### src/rtl/uart_loader.sv
// uart_loader
//   Receives a boot image over a UART and writes it into instruction memory,
//   holding the core in reset until a complete frame with a good checksum
//   has been loaded.
//
//   Frame: 0xA5, LEN_LO, LEN_HI (N words), 4*N data bytes (little-endian per
//   word), checksum byte = XOR of all data bytes.
//
//   Optional feature macro: LOADER_ECHO_EN
//     defined   - uart_tx echoes each good byte, then 'K' on DONE / 'E' on ERR
//     undefined - uart_tx tied high
//
// Ports
//   CLK         system clock, rising edge
//   reset       asynchronous, active-low reset
//   uart_rx     serial in, 8N1, LSB first, idle high
//   uart_tx     serial out, 8N1
//   imem_we     one-cycle instruction-memory write strobe
//   imem_addr   word address of the write
//   imem_wdata  assembled instruction word
//   core_rst_n  low holds the core in reset; high only in DONE
//   busy        high while a frame is being loaded
//   err         high in ERR
//
// Loader FSM states
//   state | meaning
//   IDLE  | waiting for 0xA5 header after reset
//   LEN0  | expecting word-count low byte
//   LEN1  | expecting word-count high byte
//   DATA  | assembling and writing instruction words
//   CSUM  | expecting checksum byte
//   DONE  | image loaded, core released; 0xA5 restarts
//   ERR   | framing/length/checksum error; 0xA5 restarts
module uart_loader #(
  parameter int CLK_HZ = 50000000,
  parameter int BAUD   = 115200,
  parameter int ADDR_W = 8
) (
  input  logic              CLK,
  input  logic              reset,
  input  logic              uart_rx,
  output logic              uart_tx,
  output logic              imem_we,
  output logic [ADDR_W-1:0] imem_addr,
  output logic [31:0]       imem_wdata,
  output logic              core_rst_n,
  output logic              busy,
  output logic              err
);

  localparam int CLKS_PER_BIT = CLK_HZ / BAUD;
  localparam int CNT_W = $clog2(CLKS_PER_BIT + 1);
  localparam logic [CNT_W-1:0] BIT_RELOAD  = CNT_W'(CLKS_PER_BIT - 1);
  localparam logic [CNT_W-1:0] HALF_RELOAD = CNT_W'(CLKS_PER_BIT / 2 - 1);
  localparam logic [16:0] MAX_WORDS = 17'(2 ** ADDR_W);
  localparam logic [7:0] HDR = 8'hA5;

  // ---------------------------------------------------------------- RX
  logic rx_meta, rx_s, rx_s_d;

  always_ff @(posedge CLK or negedge reset) begin
    if (!reset) begin
      rx_meta <= 1'b1;
      rx_s    <= 1'b1;
      rx_s_d  <= 1'b1;
    end else begin
      rx_meta <= uart_rx;
      rx_s    <= rx_meta;
      rx_s_d  <= rx_s;
    end
  end

  typedef enum logic [1:0] {RX_IDLE, RX_START, RX_DATA, RX_STOP} rx_state_t;
  rx_state_t        rx_state, rx_state_nxt;
  logic [CNT_W-1:0] rx_cnt, rx_cnt_nxt;
  logic [2:0]       rx_bit, rx_bit_nxt;
  logic [7:0]       rx_shift, rx_shift_nxt;
  logic             rx_tc, rx_valid, rx_ferr;
  logic [7:0]       rx_byte;

  assign rx_tc   = (rx_cnt == '0);
  assign rx_byte = rx_shift;

  always_ff @(posedge CLK or negedge reset) begin
    if (!reset) begin
      rx_state <= RX_IDLE;
      rx_cnt   <= '0;
      rx_bit   <= '0;
      rx_shift <= '0;
    end else begin
      rx_state <= rx_state_nxt;
      rx_cnt   <= rx_cnt_nxt;
      rx_bit   <= rx_bit_nxt;
      rx_shift <= rx_shift_nxt;
    end
  end

  // rx_valid / rx_ferr are combinational on the stop-sample cycle so the
  // loader registers react on the very next cycle.
  always_comb begin
    rx_state_nxt = rx_state;
    rx_cnt_nxt   = rx_cnt;
    rx_bit_nxt   = rx_bit;
    rx_shift_nxt = rx_shift;
    rx_valid     = 1'b0;
    rx_ferr      = 1'b0;
    case (rx_state)
      RX_IDLE: begin
        if (rx_s_d && !rx_s) begin
          rx_state_nxt = RX_START;
          rx_cnt_nxt   = HALF_RELOAD;
        end
      end
      RX_START: begin
        if (!rx_tc) begin
          rx_cnt_nxt = rx_cnt - CNT_W'(1);
        end else if (!rx_s) begin
          rx_state_nxt = RX_DATA;
          rx_cnt_nxt   = BIT_RELOAD;
          rx_bit_nxt   = '0;
        end else begin
          rx_state_nxt = RX_IDLE;   // glitch, not a start bit
        end
      end
      RX_DATA: begin
        if (!rx_tc) begin
          rx_cnt_nxt = rx_cnt - CNT_W'(1);
        end else begin
          rx_shift_nxt = {rx_s, rx_shift[7:1]};
          rx_cnt_nxt   = BIT_RELOAD;
          rx_bit_nxt   = rx_bit + 3'd1;
          if (rx_bit == 3'd7) rx_state_nxt = RX_STOP;
        end
      end
      RX_STOP: begin
        if (!rx_tc) begin
          rx_cnt_nxt = rx_cnt - CNT_W'(1);
        end else begin
          rx_valid     = rx_s;
          rx_ferr      = !rx_s;
          rx_state_nxt = RX_IDLE;
        end
      end
      default: rx_state_nxt = RX_IDLE;
    endcase
  end

  // ---------------------------------------------------------------- loader
  typedef enum logic [2:0] {IDLE, LEN0, LEN1, DATA, CSUM, DONE, ERR} state_t;
  state_t             state, state_nxt;
  logic [7:0]         len_lo, len_lo_nxt;
  logic [15:0]        words_left, words_left_nxt;
  logic [1:0]         byte_sel, byte_sel_nxt;
  logic [23:0]        word_buf, word_buf_nxt;
  logic [7:0]         csum, csum_nxt;
  logic               imem_we_nxt;
  logic [ADDR_W-1:0]  imem_addr_nxt;
  logic [31:0]        imem_wdata_nxt;
  logic [15:0]        len_word;

  assign len_word = {rx_byte, len_lo};

  always_ff @(posedge CLK or negedge reset) begin
    if (!reset) begin
      state      <= IDLE;
      len_lo     <= '0;
      words_left <= '0;
      byte_sel   <= '0;
      word_buf   <= '0;
      csum       <= '0;
      imem_we    <= 1'b0;
      imem_addr  <= '0;
      imem_wdata <= '0;
    end else begin
      state      <= state_nxt;
      len_lo     <= len_lo_nxt;
      words_left <= words_left_nxt;
      byte_sel   <= byte_sel_nxt;
      word_buf   <= word_buf_nxt;
      csum       <= csum_nxt;
      imem_we    <= imem_we_nxt;
      imem_addr  <= imem_addr_nxt;
      imem_wdata <= imem_wdata_nxt;
    end
  end

  always_comb begin
    state_nxt      = state;
    len_lo_nxt     = len_lo;
    words_left_nxt = words_left;
    byte_sel_nxt   = byte_sel;
    word_buf_nxt   = word_buf;
    csum_nxt       = csum;
    imem_we_nxt    = 1'b0;
    imem_addr_nxt  = imem_addr;
    imem_wdata_nxt = imem_wdata;

    // Address advances while the strobe is visible, only if more words
    // follow; after the last word the FSM is already in CSUM, so the
    // address never wraps.
    if (imem_we && state == DATA) imem_addr_nxt = imem_addr + ADDR_W'(1);

    if (rx_ferr) begin
      state_nxt = ERR;
    end else if (rx_valid) begin
      case (state)
        IDLE, DONE, ERR: begin
          if (rx_byte == HDR) begin
            state_nxt     = LEN0;
            imem_addr_nxt = '0;
            byte_sel_nxt  = '0;
            csum_nxt      = '0;
          end
        end
        LEN0: begin
          len_lo_nxt = rx_byte;
          state_nxt  = LEN1;
        end
        LEN1: begin
          if ({1'b0, len_word} > MAX_WORDS) begin
            state_nxt = ERR;
          end else if (len_word == '0) begin
            state_nxt = CSUM;
          end else begin
            state_nxt      = DATA;
            words_left_nxt = len_word;
          end
        end
        DATA: begin
          csum_nxt     = csum ^ rx_byte;
          byte_sel_nxt = byte_sel + 2'd1;
          if (byte_sel == 2'd3) begin
            imem_we_nxt    = 1'b1;
            imem_wdata_nxt = {rx_byte, word_buf};
            words_left_nxt = words_left - 16'd1;
            if (words_left == 16'd1) state_nxt = CSUM;
          end else begin
            word_buf_nxt = {rx_byte, word_buf[23:8]};
          end
        end
        CSUM: state_nxt = (rx_byte == csum) ? DONE : ERR;
        default: state_nxt = IDLE;
      endcase
    end
  end

  assign core_rst_n = (state == DONE);
  assign busy       = (state inside {LEN0, LEN1, DATA, CSUM});
  assign err        = (state == ERR);

  // ---------------------------------------------------------------- TX echo
`ifdef LOADER_ECHO_EN
  state_t     state_d;
  logic [7:0] fifo_mem [2];
  logic       fifo_wp, fifo_rp;
  logic [1:0] fifo_cnt;
  logic       enter_done, enter_err, push, do_push, pop;
  logic [7:0] push_data;
  logic       tx_busy;
  logic [CNT_W-1:0] tx_cnt;
  logic [3:0] tx_bit;
  logic [8:0] tx_shift;

  // Status characters are pushed one cycle after the state change, which
  // is one cycle after the echo of the byte that caused it.
  assign enter_done = (state == DONE) && (state_d != DONE);
  assign enter_err  = (state == ERR)  && (state_d != ERR);
  assign push       = rx_valid || enter_done || enter_err;
  assign push_data  = rx_valid ? rx_byte : (enter_done ? 8'h4B : 8'h45);
  assign pop        = !tx_busy && (fifo_cnt != 2'd0);
  assign do_push    = push && ((fifo_cnt != 2'd2) || pop);

  always_ff @(posedge CLK or negedge reset) begin
    if (!reset) begin
      state_d     <= IDLE;
      fifo_mem[0] <= '0;
      fifo_mem[1] <= '0;
      fifo_wp     <= 1'b0;
      fifo_rp     <= 1'b0;
      fifo_cnt    <= '0;
    end else begin
      state_d <= state;
      if (do_push) begin
        fifo_mem[fifo_wp] <= push_data;
        fifo_wp           <= !fifo_wp;
      end
      if (pop) fifo_rp <= !fifo_rp;
      fifo_cnt <= fifo_cnt + {1'b0, do_push} - {1'b0, pop};
    end
  end

  // tx_bit counts the bit currently on the line: 0 start, 1..8 data, 9 stop.
  always_ff @(posedge CLK or negedge reset) begin
    if (!reset) begin
      tx_busy  <= 1'b0;
      tx_cnt   <= '0;
      tx_bit   <= '0;
      tx_shift <= '1;
      uart_tx  <= 1'b1;
    end else if (!tx_busy) begin
      if (pop) begin
        tx_busy  <= 1'b1;
        uart_tx  <= 1'b0;
        tx_shift <= {1'b1, fifo_mem[fifo_rp]};
        tx_cnt   <= BIT_RELOAD;
        tx_bit   <= '0;
      end
    end else if (tx_cnt != '0) begin
      tx_cnt <= tx_cnt - CNT_W'(1);
    end else if (tx_bit == 4'd9) begin
      tx_busy <= 1'b0;
    end else begin
      uart_tx  <= tx_shift[0];
      tx_shift <= {1'b1, tx_shift[8:1]};
      tx_cnt   <= BIT_RELOAD;
      tx_bit   <= tx_bit + 4'd1;
    end
  end
`else
  assign uart_tx = 1'b1;
`endif

endmodule
### config.mk
export PLATFORM = sky130hd
export DESIGN_NAME = uart_loader
export DESIGN_NICKNAME = d
export VERILOG_FILES = /design/src/rtl/uart_loader.sv
export SDC_FILE = /design/constraint.sdc
export NUM_CORES = 1
export LEC_CHECK = 0
export CORE_ASPECT_RATIO = 0.7
export CORE_UTILIZATION = 35
export DETAILED_ROUTE_END_ITERATION = 10
export SLEW_MARGIN = 25
export SYNTH_ARGS = -nofsm -noshare
export SYNTH_HDL_FRONTEND = slang
export SYNTH_SLANG_ARGS = --single-unit
### constraint.sdc
create_clock -name CLK -period 2.5 [get_ports CLK]
set_input_delay 0.5 -clock CLK [delete_from_list [all_inputs] [get_ports CLK]]
set_output_delay 0.5 -clock CLK [all_outputs]
set_load 0.01 [all_outputs]
-- After elaboration in Yosys (flattened, before gate mapping)
Index checks and enable logic that the tools add are counted.
- register bits after elaboration: 127
- output and inout port bits: 45
- bits of input ports: 3
- add/subtract/negate cells: 5
- bitwise operators: 3
- muxes and demuxes: 47
- equal/unequal tests: 29
- magnitude comparators: 1
- reductions and logical operators: 23
- operator list (operator ; count):
    16-bit 2-to-1 mux ; 3
    8-bit 2-to-1 mux ; 6
    9-bit 2-to-1 mux ; 5
    9-bit case mux with 4 select lines ; 1
    16-bit case mux with 2 select lines ; 1
    3-bit 2-to-1 mux ; 10
    2-bit != test (second input constant) ; 11
    4-bit AND reduction ; 5
    16-bit by 1-bit equality test with 1-bit output (second input constant) ; 1
    16-bit by 9-bit greater-than comparator with 1-bit output (second input constant) ; 1
    16-bit zero test ; 1
    2-bit 2-to-1 mux ; 8
    8-bit case mux with 2 select lines ; 1
    16-bit by 1-bit subtractor with 16-bit output (second input constant) ; 1
    3-bit case mux with 5 select lines ; 1
    3-bit equality test (second input constant) ; 4
    3-bit != test (second input constant) ; 4
    9-bit zero test ; 1
    9-bit by 1-bit subtractor with 9-bit output (second input constant) ; 1
    8-bit by 1-bit adder with 8-bit output (second input constant) ; 1
    8-bit equality test ; 1
    8-bit equality test (second input constant) ; 1
    1-bit 2-to-1 mux ; 8
    2-bit case mux with 4 select lines ; 1
    other kinds (21) ; 30

-- Depth between registers and ports, before layout
Gate-level depths: netlist of the first run.
- word-level depth: 7
- mapped depth: 10
- mapped depth without buffers: 8

-- Worst setup path before layout of the first run
OpenSTA, ideal clock, no wires.
- kind: register -> register
- from: reg rx_shift[1] (netlist: rx_byte[1])
- to: reg words_left[15]
- arrival: 2259 ps
- clock period less this slack: 2392 ps
- data required time: 2366 ps
- setup slack: 108 ps
- stages on the path, launching flop included: 9
- cell sequence: dfrtp_1 buf_2 or4_4 or4_4 o41ai_2 and2b_2 buf_6 o21ai_1 o2bb2ai_1
- longest elaborated chain between the ends: 3
- elaborated cells between the ends (all ways): 5
- ends and longest elaborated chain (element ; RTL line ; RTL):
    start: declaration ; 77 ; logic [7:0] rx_shift, rx_shift_nxt;
    start signal: assignment ; 94 ; rx_shift <= rx_shift_nxt;
    16-bit by 9-bit greater-than comparator with 1-bit output / 16-bit zero test (equally long branches) ; 220, 222 ;
    2-bit != test (no source line) ; n/a ;
    6-bit AND reduction (no source line) (*) ; n/a ;
    end signal: assignment ; 177 ; words_left <= words_left_nxt;
    end: declaration ; 152 ; logic [15:0] words_left, words_left_nxt;
Mark *: on every way between the ends. The rest lies on a longest branch, timed or not.
A chain may end at the register's enable or synchronous reset.

-- Worst setup path after layout of the first run
- from: reg state[0]
- to: out busy
- longest elaborated chain between the ends: 2
- elaborated cells between the ends (all ways): 5
- ends and longest elaborated chain (element ; RTL line ; RTL):
    start: declaration ; 150 ; state_t state, state_nxt;
    start signal: assignment ; 175 ; state <= state_nxt;
    3-bit by 1-bit equality test with 1-bit output, or another cell as far along ; 248 ; assign busy = (state inside {LEN0, LEN1, DATA, CSUM});
    4-bit nonzero test (*) ; 248 ;
    end: declaration ; 47 ; output logic busy,
Marks and branches as above.

==> results of run 1 <==
-- area by class of cell --
cell class                      instances  area share, %
Timing Repair Buffer                   73           9.15
Tap cell                              231           3.84
Clock inverter                         15           2.21
Sequential cell                       127           42.3
Inverter                               13          0.648
Clock buffer                           17           5.65
Multi-Input combinational cell        402           36.2
-- kinds of logic after synthesis --
| family | synth area share (%) |
|---|---|
| buffers and inverters | 3.36 |
| DFF | 52.1 |
| muxes | 13.6 |
| xor gates and xnor gates | 1.43 |
| other | 0.0614 |
| adders and majority gates | 2.66 |
| and+or+nand+nor | 14.1 |
| AOI/OAI and AO/OA | 12.7 |
-- layout by cell type, fill, tap and decap left out, types with 12 or more instances in the layout --
cell type,n
clkbuf_16,17
inv_1,13
nand2_1,38
buf_4,25
o21ai_0,45
nor2_1,46
mux2_2,63
a21oi_1,46
nand2b_1,15
clkdlybuf4s50_1,45
dfrtp_1,123
ha_1,13
o21ai_1,13
nand4_1,12
-- state kept, by name, indices dropped and copies added, names as in the netlist, named ones only --
signal and cells:
rx_s_d 1, rx_cnt 9, len_lo 8, rx_byte 8
csum 8, byte_sel 2, rx_state 1, state 3
rx_meta 1, imem_wdata 32, rx_bit 3, imem_we 1
words_left 16, rx_s 1, imem_addr 8, word_buf 24
-- routing by layer --
layer | routed length [um] | vias up | track usage [%]
li1 | - | 2180 | -
met1 | 6810 | 2256 | 22.9
met2 | 6260 | 81 | 24.7
met3 | 473 | 17 | 4.25
met4 | 163 | 0 | 4.83
met5 | 0 | - | 0
-- through the flow --
step / area, sq um / cells / hold slack (ps) / setup TNS, ps / total power (uW)
2_1_floorplan: 6110 / 576 / 204 / 0 / 3100
3_3_place_gp: 6930 / 846 / 346 / 0 / 3410
3_5_place_dp: 6930 / 846 / 348 / 0 / 3460
4_1_cts: 7520 / 878 / 69.3 / 0 / 5920
5_1_grt: 7530 / 878 / 90.8 / -27.7 / 6200
6_report: 7530 / 878 / 60.3 / 0 / 5860
-- cell usage after synthesis, types with 2 or more instances --
library cell and number:
a21oi_2 3, mux2_1 7, nor2b_1 4, dfrtp_1 124
nand4_1 12, mux2_2 63, or3_1 6, nor2_1 46
a21oi_1 46, and3_1 3, xnor2_1 3, buf_4 2
buf_2 5, o31a_1 2, o32ai_1 2, or4_1 3
o41ai_1 2, nand2_1 38, nor3_1 9, xor2_1 7
buf_6 2, or4_4 2, mux2i_1 4, ha_1 13
clkbuf_1 24, a211oi_1 3, and2_1 5, o22a_1 2
dfstp_2 3, o21ai_1 13, inv_1 13, nand2b_1 15
nand3_1 11, o31ai_1 3, o21ai_0 45, nor4_1 6
o22ai_1 4
-- power groups by stage --
stage	logic (uW)	clock network [uW]	registers [uW]
after global placement	1040	0	2370
after floorplan	811	0	2290
final	1080	2430	2350
after global routing	1230	2600	2370
after detailed placement	1080	0	2380
after CTS	1090	2490	2340
-- worst reg2reg max path, delay by kind of cell (launching register included) --
kind / cells / cell delay (ps)
AOI/OAI and AO/OA: 3 / 520
buffers and inverters: 1 / 190
DFF: 1 / 380
and+or+nand+nor: 3 / 1200
-- what timing repair did --
action,4_1_cts,5_1_grt
setup buffers,0,0
endpoints found under the setup margin,0,34
resized for setup,0,4
-- how the worst max path moves through the flow --
stage                endpoint  slack, ps  depth (start not counted)
2_1_floorplan  words_left[15]        110                          8
3_3_place_gp         state[2]        150                          6
3_5_place_dp   words_left[14]        120                          7
4_1_cts            core_rst_n        0.1                          3
5_1_grt                  busy        -10                          3
6_report                 busy         80                          3
==> summary.md, run 1 <==
| Metric | Value |
|---|---|
| Worst Path Buf+Inv | 1 |
| Drt total wl | 13,700 um |
| # clock sinks | 127 |
| RSZ-0062 raised after global routing | true |
| Status | completed |
| I/O Buffers | 46 |
| Synth cell types | 58 |
| Initial core utilization | 35.7% |
| Root buffer cell | clkbuf_16 |
| Register bit total from synthesis | 127 |
| Multi-input gate area | 2730 sq um |
| Area leader, netlist | dfrtp_1 |
| Final hold vios | 0 |
| Finish-stage setup viols | 0 |
| Critical path type | flop to output pin |
| Psw | 1910 uW |
| Final Wtd Congestion | 0.837 |
| Site Rows | 40 |
| Worst setup EP type | output pin |
| Max_slew headroom | 56.5% |
| CP Launch Type | flop |
| DIE AREA | 18,000 sq um |
| Yosys warns | 0 |
| Synth-to-layout area growth | 23.3% |
| Worst reg2reg startpoint | rx_byte[1] |
| WL/cell | 15.6 um |
| CTS tree | done |
| Max Clock Skew | 11.0 ps |
| Slew @ Worst Pin | 647 ps |
| Power Density | 778 nW/um^2 |
| Nets | 650 |
| Critical Path Source | state[0] |
| Longest Clk Path Bufs | 2 |
| Crit Reg-Reg Endpoint | words_left[4] |
| Switching Share | 32.7% |
| CP Data Required Time | 2000 ps |
| Largest net degree at the start of global routing | 41 |
| Avg Vias per Cell | 5.16 |
| Gr usage total | 16.3% |
| Ys async rst share | 100% |
| Final ANT Viol Nets | 0 |
| Highest Clock Rate | 413 MHz |
| H-tree levels | 4 |
| Clock network power share | 41.5% |
| Syn Std Cell Area | 6110 sq um |
| DRC | 0 |
| Syn Area/Cell | 10.6 sq um |
| Period utilization | 96.9% |
| Internal power | 3950 uW |
| CTS buffer count | 17 |
| Synth Instances | 576 |
| Vias in the first global route | 4,372 |
| # diodes | 0 |
| Layout fillers | 1,592 |
| Power share of the combinational group | 18.4% |
| HPWL Detailed | 9360 um |
| Die X | 160 um |
| Drt first pass iters | 5 |
| Share of cells above drive strength 1 | 21.8% |
| Worst-path clk slew | 70 ps |
| Clk_lat worst skew | 420 ps |
| Reg area | 3180 sq um |
| Slowest CP cell | clkdlybuf4s50_1 |
| Slew Viols, Final | 0 |
| Final core occ | 44.0% |
| Core ar. | 17,100 sq um |
| Ranking of synthesized cells by area | dfrtp_1 (51%), mux2_2 (12%), a21oi_1 (3.8%), o21ai_0 (3.7%), nor2_1 (2.8%) |
| Crit-path max cell delay | 570 ps |
| Tmin final | 2420 ps |
| Mapped Nets | 592 |
| I/O Pins | 48 |
| Die H | 113 um |
| Register share of total power | 40.1% |
| Leakage power | 0.00352 uW |
| Final WS setup | 78.3 ps |
| Worst-path cell chain | nor2_1 -> xnor2_1 -> clkdlybuf4s50_1 |
| Global-route congestion overflow total | 0 |
| Max cap viols | 0 |
| Initial antenna violation count | 0 |
| Post-synth top area share | 50.8% |
| First-pass GRT wire length | 23,100 um |
| Critical path arrival | 1920 ps |
| Maximum vdd drop | 0.000410 V |
| Crit Path Max Fanout | 11 |
| Hold Crit Class | primary input to asynchronous set/reset pin |
| R2r setup slk | 120 ps |
| Place WS | 117 ps |
| Worst reg2reg path depth | 7 |
| Seq/Total Area, Yosys | 52.1% |
| Vias | 4,534 |
| Dominant register cell in the synthesized netlist | dfrtp_1 |
| Post-synth EDFFs | 0 |
| Top delay family on crit path | buffers and inverters |
| Detailed router's first-iteration violation count | 299 |
| Cts hold-fix bufs | 0 |
(Power assumes the default switching activity.)
==> run 2: changes to the inputs <==
Settings changed: CTS_CLUSTER_SIZE set to 28.
==> results of run 2 <==
The final DEF is identical to that of run 1; final timing and power are the same.
==> run 3: changes to the inputs <==
Settings changed: CORE_MARGIN set to 2.
==> summary.md, run 3 (same netlist as run 1, synthesis figures left out) <==
| Metric | Value |
|---|---|
| Status | completed |
| Final ANT Viol Nets | 0 |
| Vias in the first global route | 4,507 |
| Site Rows | 40 |
| Drt first pass iters | 4 |
| H-tree levels | 4 |
| Largest net degree at the start of global routing | 128 |
| Fin Setup TNS | 0 ps |
| Leakage power | 0.00353 uW |
| Clk_lat worst skew | 420 ps |
| Max Clock Skew | 9.70 ps |
| Final Wtd Congestion | 0.807 |
| Vias | 4,508 |
| CTS tree | done |
| Highest Clock Rate | 423 MHz |
| Final hold vios | 0 |
| Internal power | 4050 uW |
| Tmin final | 2360 ps |
| Max cap viols | 0 |
| Core ar. | 17,100 sq um |
| Largest register FFs | 32 |
| Maximum vdd drop | 0.000373 V |
| Crit Reg-Reg Endpoint | words_left[13] |
| Cts hold-fix bufs | 0 |
| Most common cell after layout, fill and taps aside | dfrtp_1 |
| First-pass GRT wire length | 22,600 um |
| Detailed router's first-iteration violation count | 353 |
| Largest registers | imem_wdata (32), word_buf (24), words_left (16) |
| Die H | 115 um |
| Period utilization | 94.5% |
| Switching Share | 32.2% |
| Clock network power share | 42.4% |
| # diodes | 0 |
| Crit-path max cell delay | 550 ps |
| Avg Vias per Cell | 5.16 |
| Most frequent cells in the layout | dfrtp_1 (123), mux2_2 (63), a21oi_1 (46) |
| I/O Buffers | 46 |
| Slew @ Worst Pin | 725 ps |
| RSZ-0062 raised after global routing | true |
| Worst reg2reg path depth | 7 |
| Slew Viols, Final | 0 |
| Power share of the combinational group | 18.2% |
| Max_slew headroom | 51.6% |
| Crit Path Max Fanout | 20 |
| I/O Pins | 48 |
| R2r setup slk | 140 ps |
| Gr usage total | 15.3% |
| Die X | 162 um |
| Worst setup EP type | flop |
| Global-route congestion overflow total | 0 |
| Top delay family on crit path | simple AND/OR/NAND/NOR gates |
| Worst reg2reg startpoint | rx_byte[1] |
| Power Density | 792 nW/um^2 |
| CP Data Required Time | 2840 ps |
| Reg with most FFs | imem_wdata |
| Synth-to-layout area growth | 23.5% |
| HPWL Detailed | 9050 um |
| Hold Crit Class | primary input to asynchronous set/reset pin |
| DIE AREA | 18,500 sq um |
| Hold Worst Slack | 135 ps |
| Longest Clk Path Bufs | 2 |
| Register share of total power | 39.4% |
| Worst-path cell chain | or4_4 -> or4_4 -> o41ai_2 -> and2b_2 -> buf_12 -> a21oi_1 -> a21oi_1 |
| Final core occ | 44.1% |
| Share of cells above drive strength 1 | 21.5% |
| CP Launch Type | flop |
| CTS buffer count | 17 |
| Finish-stage setup viols | 0 |
| # clock sinks | 127 |
| Nets | 645 |
| Critical path arrival | 2700 ps |
| Initial antenna violation count | 0 |
| Root buffer cell | clkbuf_16 |
| Worst-path clk slew | 60 ps |
| Layout fillers | 1,643 |
| Worst Path Buf+Inv | 1 |
| Drt total wl | 13,600 um |
| Initial core utilization | 35.7% |
| Critical Path Source | rx_byte[1] |
| Psw | 1920 uW |
| Post-CTS setup buffers | 0 |
| WL/cell | 15.6 um |
| Slowest CP cell | or4_4 |
| Critical path type | flop to flop |
| DRC | 0 |
==> run 3: worst max path at each step <==
stage / end / slack (ps) / cells past startpoint
final: words_left[13] / 140 / 7
after detailed placement: state[2] / 150 / 6
after global placement: state[2] / 160 / 5
after CTS: core_rst_n / 40 / 3
after floorplan: words_left[15] / 110 / 8
after global routing: words_left[7] / 2 / 7
==> run 3: timing repair <==
action	CTS	global route
endpoints found under the setup margin	1	5
gates resized for setup	1	6
pin swaps	0	0
==> run 3: per-layer routing <==
layer  global-route usage (%)  wire length, um  up-vias  share of wire (%)
li1                         -                -     2169                  -
met1                     21.5             6790     2260                 50
met2                     23.4             6310       67                 46
met3                     3.22              389       12                2.9
met4                     5.43              121        0               0.89
met5                        0                0        -                  0
==> run 3: cell type report <==
type | count | area, sq um | area share (%)
clock inverters | 15 | 185 | 2.45
clock buffers | 17 | 425 | 5.64
well taps | 231 | 289 | 3.83
multi-input cells | 402 | 2750 | 36.4
flip-flops and latches | 127 | 3180 | 42.2
repair buffers | 68 | 664 | 8.81
inverters | 13 | 48.8 | 0.647
==> run 3: through the flow <==
stage	total power [uW]	instances	setup slack (ps)	instance area [sq um]
3_5_place_dp	3440	841	150	6900
2_1_floorplan	3100	576	108	6110
3_3_place_gp	3400	841	157	6900
4_1_cts	6010	873	38.8	7520
6_report	5980	873	138	7540
5_1_grt	6310	873	2.29	7540
==> run 3: power by group through the flow <==
| stage | clock (uW) | combinational (uW) | sequential (uW) |
|---|---|---|---|
| finish | 2540 | 1090 | 2350 |
| global route | 2690 | 1240 | 2370 |
| CTS | 2600 | 1070 | 2340 |
| detailed placement | 0 | 1070 | 2380 |
| global placement | 0 | 1030 | 2370 |
| floorplan | 0 | 811 | 2290 |
